**config.mk**
```make
export PLATFORM = sky130hd
export DESIGN_NAME = dmem_arbiter
export DESIGN_NICKNAME = d
export VERILOG_FILES = /design/src/rtl/dmem_arb_pkg.sv /design/src/rtl/dmem_arbiter.sv
export SDC_FILE = /design/constraint.sdc
export NUM_CORES = 1
export LEC_CHECK = 0
export CORE_AREA = 3 3 114 116
export DETAILED_ROUTE_END_ITERATION = 8
export DIE_AREA = 0 0 117 119
export PLACE_DENSITY_LB_ADDON = 0.25
export SLEW_MARGIN = 20
export SYNTH_ARGS = -nofsm -noshare
export SYNTH_HDL_FRONTEND = slang
export SYNTH_SLANG_ARGS = --single-unit
```
**constraint.sdc**
```tcl
create_clock -name clk -period 2.75 [get_ports clk]
set_input_delay 0.55 -clock clk [delete_from_list [all_inputs] [get_ports clk]]
set_output_delay 0.55 -clock clk [all_outputs]
set_load 0.02 [all_outputs]
```
**src/rtl/dmem_arb_pkg.sv**
```systemverilog
// Shared types and constants for the data-memory arbiter between the
// memory stage and the DMA/program-loader port.
package dmem_arb_pkg;

  typedef enum logic [1:0] {
    GNT_NONE,
    GNT_CPU,
    GNT_DMA
  } grant_t;

  localparam int WAIT_W           = 4;
  localparam int DEFAULT_MAX_WAIT = 3;

endpackage : dmem_arb_pkg

```
**src/rtl/dmem_arbiter.sv**
```systemverilog
// Arbitrates the single-port data memory between the CPU memory stage (priority)
// and a DMA port, with a starvation counter that forces a DMA slot.
module dmem_arbiter
  import dmem_arb_pkg::*;
#(
  parameter int DATA_W   = 32,
  parameter int ADDR_W   = 32,
  parameter int MAX_WAIT = DEFAULT_MAX_WAIT
) (
  input  logic              clk,
  input  logic              rst,
  input  logic              CpuReqM,
  input  logic              MemWriteM,
  input  logic [ADDR_W-1:0] ALUResultM,
  input  logic [DATA_W-1:0] WriteDataM,
  output logic [DATA_W-1:0] ReadDataM,
  output logic              StallM,
  input  logic              DmaValid,
  input  logic              DmaWE,
  input  logic [ADDR_W-1:0] DmaAddr,
  input  logic [DATA_W-1:0] DmaWD,
  output logic              DmaReady,
  output logic [DATA_W-1:0] DmaRData,
  output logic              DmaRValid,
  output logic              WE,
  output logic [ADDR_W-1:0] A,
  output logic [DATA_W-1:0] WD,
  input  logic [DATA_W-1:0] RD
);

  localparam logic [WAIT_W-1:0] MaxWait = WAIT_W'(MAX_WAIT);

  grant_t            grant;
  logic [WAIT_W-1:0] wait_cnt_q, wait_cnt_d;
  logic              dma_rvalid_q, dma_rvalid_d;
  logic [DATA_W-1:0] dma_rdata_q, dma_rdata_d;

  // Grant decode and starvation counter; the counter only survives lost conflicts.
  always_comb begin
    // NOTE: every output of a combinational block gets a default first so no path
    // leaves it unassigned, which would otherwise infer a latch.
    grant      = GNT_NONE;
    wait_cnt_d = '0;
    if (!rst) begin
      if (CpuReqM && DmaValid) begin
        if (wait_cnt_q == MaxWait) begin
          grant = GNT_DMA;
        end else begin
          grant      = GNT_CPU;
          wait_cnt_d = wait_cnt_q + 1'b1;
        end
      end else if (CpuReqM) begin
        grant = GNT_CPU;
      end else if (DmaValid) begin
        grant = GNT_DMA;
      end
    end
  end

  always_comb begin
    WE       = 1'b0;
    A        = ALUResultM;
    WD       = WriteDataM;
    DmaReady = 1'b0;
    StallM   = 1'b0;
    unique case (grant)
      GNT_CPU: WE = MemWriteM;
      GNT_DMA: begin
        WE       = DmaWE;
        A        = DmaAddr;
        WD       = DmaWD;
        DmaReady = 1'b1;
        // Only a forced grant takes the slot from a requesting CPU.
        StallM   = CpuReqM;
      end
      default: ;
    endcase
  end

  assign ReadDataM = RD;

  always_comb begin
    dma_rvalid_d = DmaValid && DmaReady && !DmaWE;
    dma_rdata_d  = dma_rvalid_d ? RD : dma_rdata_q;
  end

  // NOTE: sequential state uses non-blocking assignments so every flop samples
  // the pre-edge value regardless of statement order.
  always_ff @(posedge clk or posedge rst) begin
    if (rst) begin
      wait_cnt_q   <= '0;
      dma_rvalid_q <= 1'b0;
      dma_rdata_q  <= '0;
    end else begin
      wait_cnt_q   <= wait_cnt_d;
      dma_rvalid_q <= dma_rvalid_d;
      dma_rdata_q  <= dma_rdata_d;
    end
  end

  assign DmaRValid = dma_rvalid_q;
  assign DmaRData  = dma_rdata_q;

endmodule : dmem_arbiter

```
* After elaboration in Yosys (flattened, before gate mapping) *
Cells that the tools add are included.
Widths: inputs -> output; s select.

cells by class
  add/sub/neg operators = 1
  equal/unequal tests = 3
  mux-type cells = 13
  reductions and logical operators = 4

operators by type and width
  operator             count
  $mux 32              2
  $mux 4               3
  $mux 2               5
  $add 4x1->4 const B  1
  $eq 4x2->1 const B   1
  $logic_and 1x1->1    3
  $eq 2x1->1 const B   1
  $eq 2x2->1 const B   1
  $mux 1               2
  $pmux 1 s2           1
  $logic_not 1->1      1

storage, ports and cells
  register bits = 37
  word-level logic and storage cells = 24

* Logic depth before layout (Yosys ltp) *
  word-level depth = 8
  depth in mapped cells = 7

* Worst setup path after synthesis *
OpenSTA, ideal clock, no wires.

  kind = reg-to-output
  start point = register wait_cnt_q[0]
  end point = output port A[0]
  arrival = 2219 ps
  data required time = 2200 ps
  path slack = -19 ps
  cell stages (with the launch flop) = 8
  buffers on the path = 2
  path through = dfrtp_1 ha_1 nor3b_1 a211o_1 ha_1 buf_2 buf_2 mux2_2

between the ends
  word-level cells in the longest chain between the ends = 6

RTL lines
  what                      RTL line            source
  start: declaration        dmem_arbiter.sv:34  logic [WAIT_W-1:0] wait_cnt_q, wait_cnt_d;
  start signal: assignment  dmem_arbiter.sv:95  wait_cnt_q <= wait_cnt_d;
  $eq 4x2->1                dmem_arbiter.sv:46  if (wait_cnt_q == MaxWait) begin
  $mux 2                    dmem_arbiter.sv:46
  $mux 2                    dmem_arbiter.sv:45  if (CpuReqM && DmaValid) begin
  $mux 2                    dmem_arbiter.sv:44  if (!rst) begin
  $eq 2x2->1                dmem_arbiter.sv:66  unique case (grant)
  $mux 32                   dmem_arbiter.sv:66
  end: declaration          dmem_arbiter.sv:26  output logic [ADDR_W-1:0] A,

Every way passes these cells.

* Final worst setup path *
  start point = register wait_cnt_q[0]
  end point = output port A[21]

Same word-level chain as after synthesis.

==> flow_metrics.tcl <==
set metrics [dict create \
    syn2layout_area_growth_pct 132 \
    path_clk_slew_ns 0.05 \
    async_flop_share_pct 100 \
    antenna_found_initial 1 \
    synth_edf_count 0 \
    cts_max_path_buffers 2 \
    fmax_mhz 343 \
    hold_buffers 0 \
    hold_viol_final 0 \
    setup_viol 61 \
    dp_cells 623 \
    viasPerCell 4.27 \
    r2r_end "DmaRData[13]$_DFFE_PP0P_" \
    nets 675 \
    routedWlPerCell_um 18.8 \
    required_ns 2.20 \
    ys_types 27 \
    holdWs_ns 0.502 \
    core-area_mm2 0.0120 \
    grt_usage_pct 16.8 \
    skew_ns 0.00431 \
    postSynthCellCount 202 \
    worst_slew_pin_slew_ns 0.470 \
    path_class "reg2out" \
    cts_tree "built" \
    htree_levels 2 \
    drv_cap 0 \
    drive_gt1_share_pct 42.7 \
    critPathLaunchType "register" \
    fin_util_pct 51.1 \
    cp.arrival_ns 2.37 \
    ant_nets 0 \
    ioPinCount 298 \
    grt_pass1_wl_um 17700 \
    clkLatencyLatePin_ns 0.28 \
    layout.cells.non_filler 654 \
    synthesis.nets 372 \
    rsz0062_at_grt "yes" \
    grt.overflow.total 0 \
    syn_avg_cell_area_um2 13.1 \
    yosys_warnings 0 \
    p_leak_nw 2.74 \
    numPortBuffers 297 \
    violations "negative setup slack" \
    drt-initial-drc-count 54 \
    setup_tns_ns -5.64 \
    synth_area_mm2 0.00264 \
    status "finished with violations" \
    finalPower_mw 2.64 \
    ys_ff_latch 37 \
    ir_worst_vdd_mv 0.214 \
    cp-end-kind "output port" \
    min_period_over_period_pct 106 \
    gp_congestion 0.835 \
    root_buffer "clkbuf_16" \
    vias 2790 \
    hold_class "reg2reg" \
    die_x_um 117 \
    fp.dieH_um 119 \
    powerDensity_mw_per_mm2 430 \
    seq_area_frac_synth_pct 35.1 \
    cts.sinks 37 \
    fin_crit_ns 2.92 \
    initial_utilization_pct 22.0 \
    grt_pass1_vias 3036 \
    rows 40 \
    postRouteWirelength_um 12300 \
    grt_max_degree 38 \
    reg2reg_depth 9 \
    synth_ff_type "dfrtp_1" \
    numCtsBuffers 5 \
    drv_slew 0 \
    dp_hpwl_um 9990 \
    r2r-start "wait_cnt_q[0]$_DFF_PP0_" \
    setup_ws_ns -0.166 \
    drc 0 \
    drt_pass1_iterations 4 \
    dieArea_mm2 0.0139 \
    worstSetupStartpoint "wait_cnt_q[0]$_DFF_PP0_" \
    max_slew_margin_pct 68.7 \
    crit_path_end "A[21]" \
    nFillCells 1123 \
    ff2ff_setup_slack_ns 0.35 \
    cp_max_fo 4 \
]
synthesized netlist by cell type (2+ instances only):
cell type / count / area, um^2
ha_1: 4 / 50.1
mux2_2: 67 / 754
buf_4: 32 / 240
inv_1: 3 / 11.3
buf_6: 3 / 33.8
dfrtp_1: 37 / 926
mux2_4: 29 / 435
buf_2: 7 / 35.0
nand3b_1: 2 / 15.0
metal layers:
| metal | GRT usage (%) | share of wire, % | vias up |
|---|---|---|---|
| li1 | - | - | 1303 |
| met5 | 0 | 0 | - |
| met1 | 15.9 | 31 | 1305 |
| met4 | 5.16 | 2.0 | 0 |
| met3 | 5.69 | 10 | 14 |
| met2 | 33.0 | 57 | 168 |
cells in the final DEF, fill, tap and decap left out, types with 2 or more instances in the layout:
master           synthesis  routed
clkbuf_16                0       6
buf_6                    3      37
mux2_2                  67      59
dfrtp_1                 37      37
mux2_4                  29      37
buf_2                    7      20
buf_12                   0       9
buf_8                    0       2
buf_4                   32      35
ha_1                     4       2
buf_16                   0       2
clkdlybuf4s50_1          0     227
dlygate4sd2_1            0       4
nand3b_1                 2       2
inv_1                    3       2
worst max-delay path, cell delays in order (launching register included):
cell	delay (ns)
dfrtp_1	0.38
ha_2	0.19
nor3b_4	0.16
a211o_1	0.34
ha_4	0.20
buf_12	0.14
buf_16	0.13
buf_8	0.12
mux2_4	0.29
buf_6	0.13
how the worst min path moves through the flow:
stage,endpoint,start,cells past startpoint,slack [ns]
detailed placement,DmaRData[21]$_DFFE_PP0P_,DmaRData[21]$_DFFE_PP0P_,1,0.49
global placement,DmaRData[24]$_DFFE_PP0P_,DmaRData[24]$_DFFE_PP0P_,1,0.49
finish,DmaRData[21]$_DFFE_PP0P_,DmaRData[21]$_DFFE_PP0P_,1,0.50
global route,DmaRData[21]$_DFFE_PP0P_,DmaRData[21]$_DFFE_PP0P_,1,0.52
CTS,DmaRData[21]$_DFFE_PP0P_,DmaRData[21]$_DFFE_PP0P_,1,0.51
floorplan,wait_cnt_q[0]$_DFF_PP0_,wait_cnt_q[0]$_DFF_PP0_,1,0.44
per-stage QoR:
stage | instance area (um^2) | setup slack (ns)
after global routing | 6130 | -0.221
final | 6130 | -0.166
after CTS | 5990 | -0.233
after global placement | 5670 | -0.625
after detailed placement | 5670 | -0.653
after floorplan | 2640 | 0.128
power by group:
group	total [mW]	leakage (nW)	internal, mW	switching [mW]
registers	0.718	0.467	0.658	0.0599
clock network	0.655	0.0841	0.452	0.202
logic	1.26	2.19	0.763	0.500
logic make-up (layout without fill, tap and decap cells):
family / after synthesis / in the layout / synth area share, %
buffers and inverters: 45 / 349 / 12.1
other: 0 / 1 / 0
adders and majority gates: 4 / 4 / 1.90
AOI/OAI and AO/OA: 6 / 6 / 1.56
DFF: 37 / 37 / 35.1
and+or+nand+nor: 13 / 13 / 3.84
muxes: 97 / 97 / 45.5
sequential cells by signal, indices dropped and copies added (netlist names):
signal / count
DmaRValid: 1
DmaRData: 32
wait_cnt_q: 4
timing repair:
item                       CTS  global route
setup endpoints to repair   67            66
setup buffers               12             7
pin swaps                    3             3
resized for setup          330            50
gates cloned                 5             1
cell type report:
class	instances	area (um^2)	share of cell area, %
Antenna cell	1	2.50	0.0408
Clock buffer	7	143	2.33
Clock inverter	1	30.0	0.489
Inverter	3	11.3	0.184
Multi-Input combinational cell	120	1460	23.7
Sequential cell	37	926	15.1
Tap cell	147	184	3.00
Timing Repair Buffer	338	3380	55.1
(Power assumes the default switching activity.)
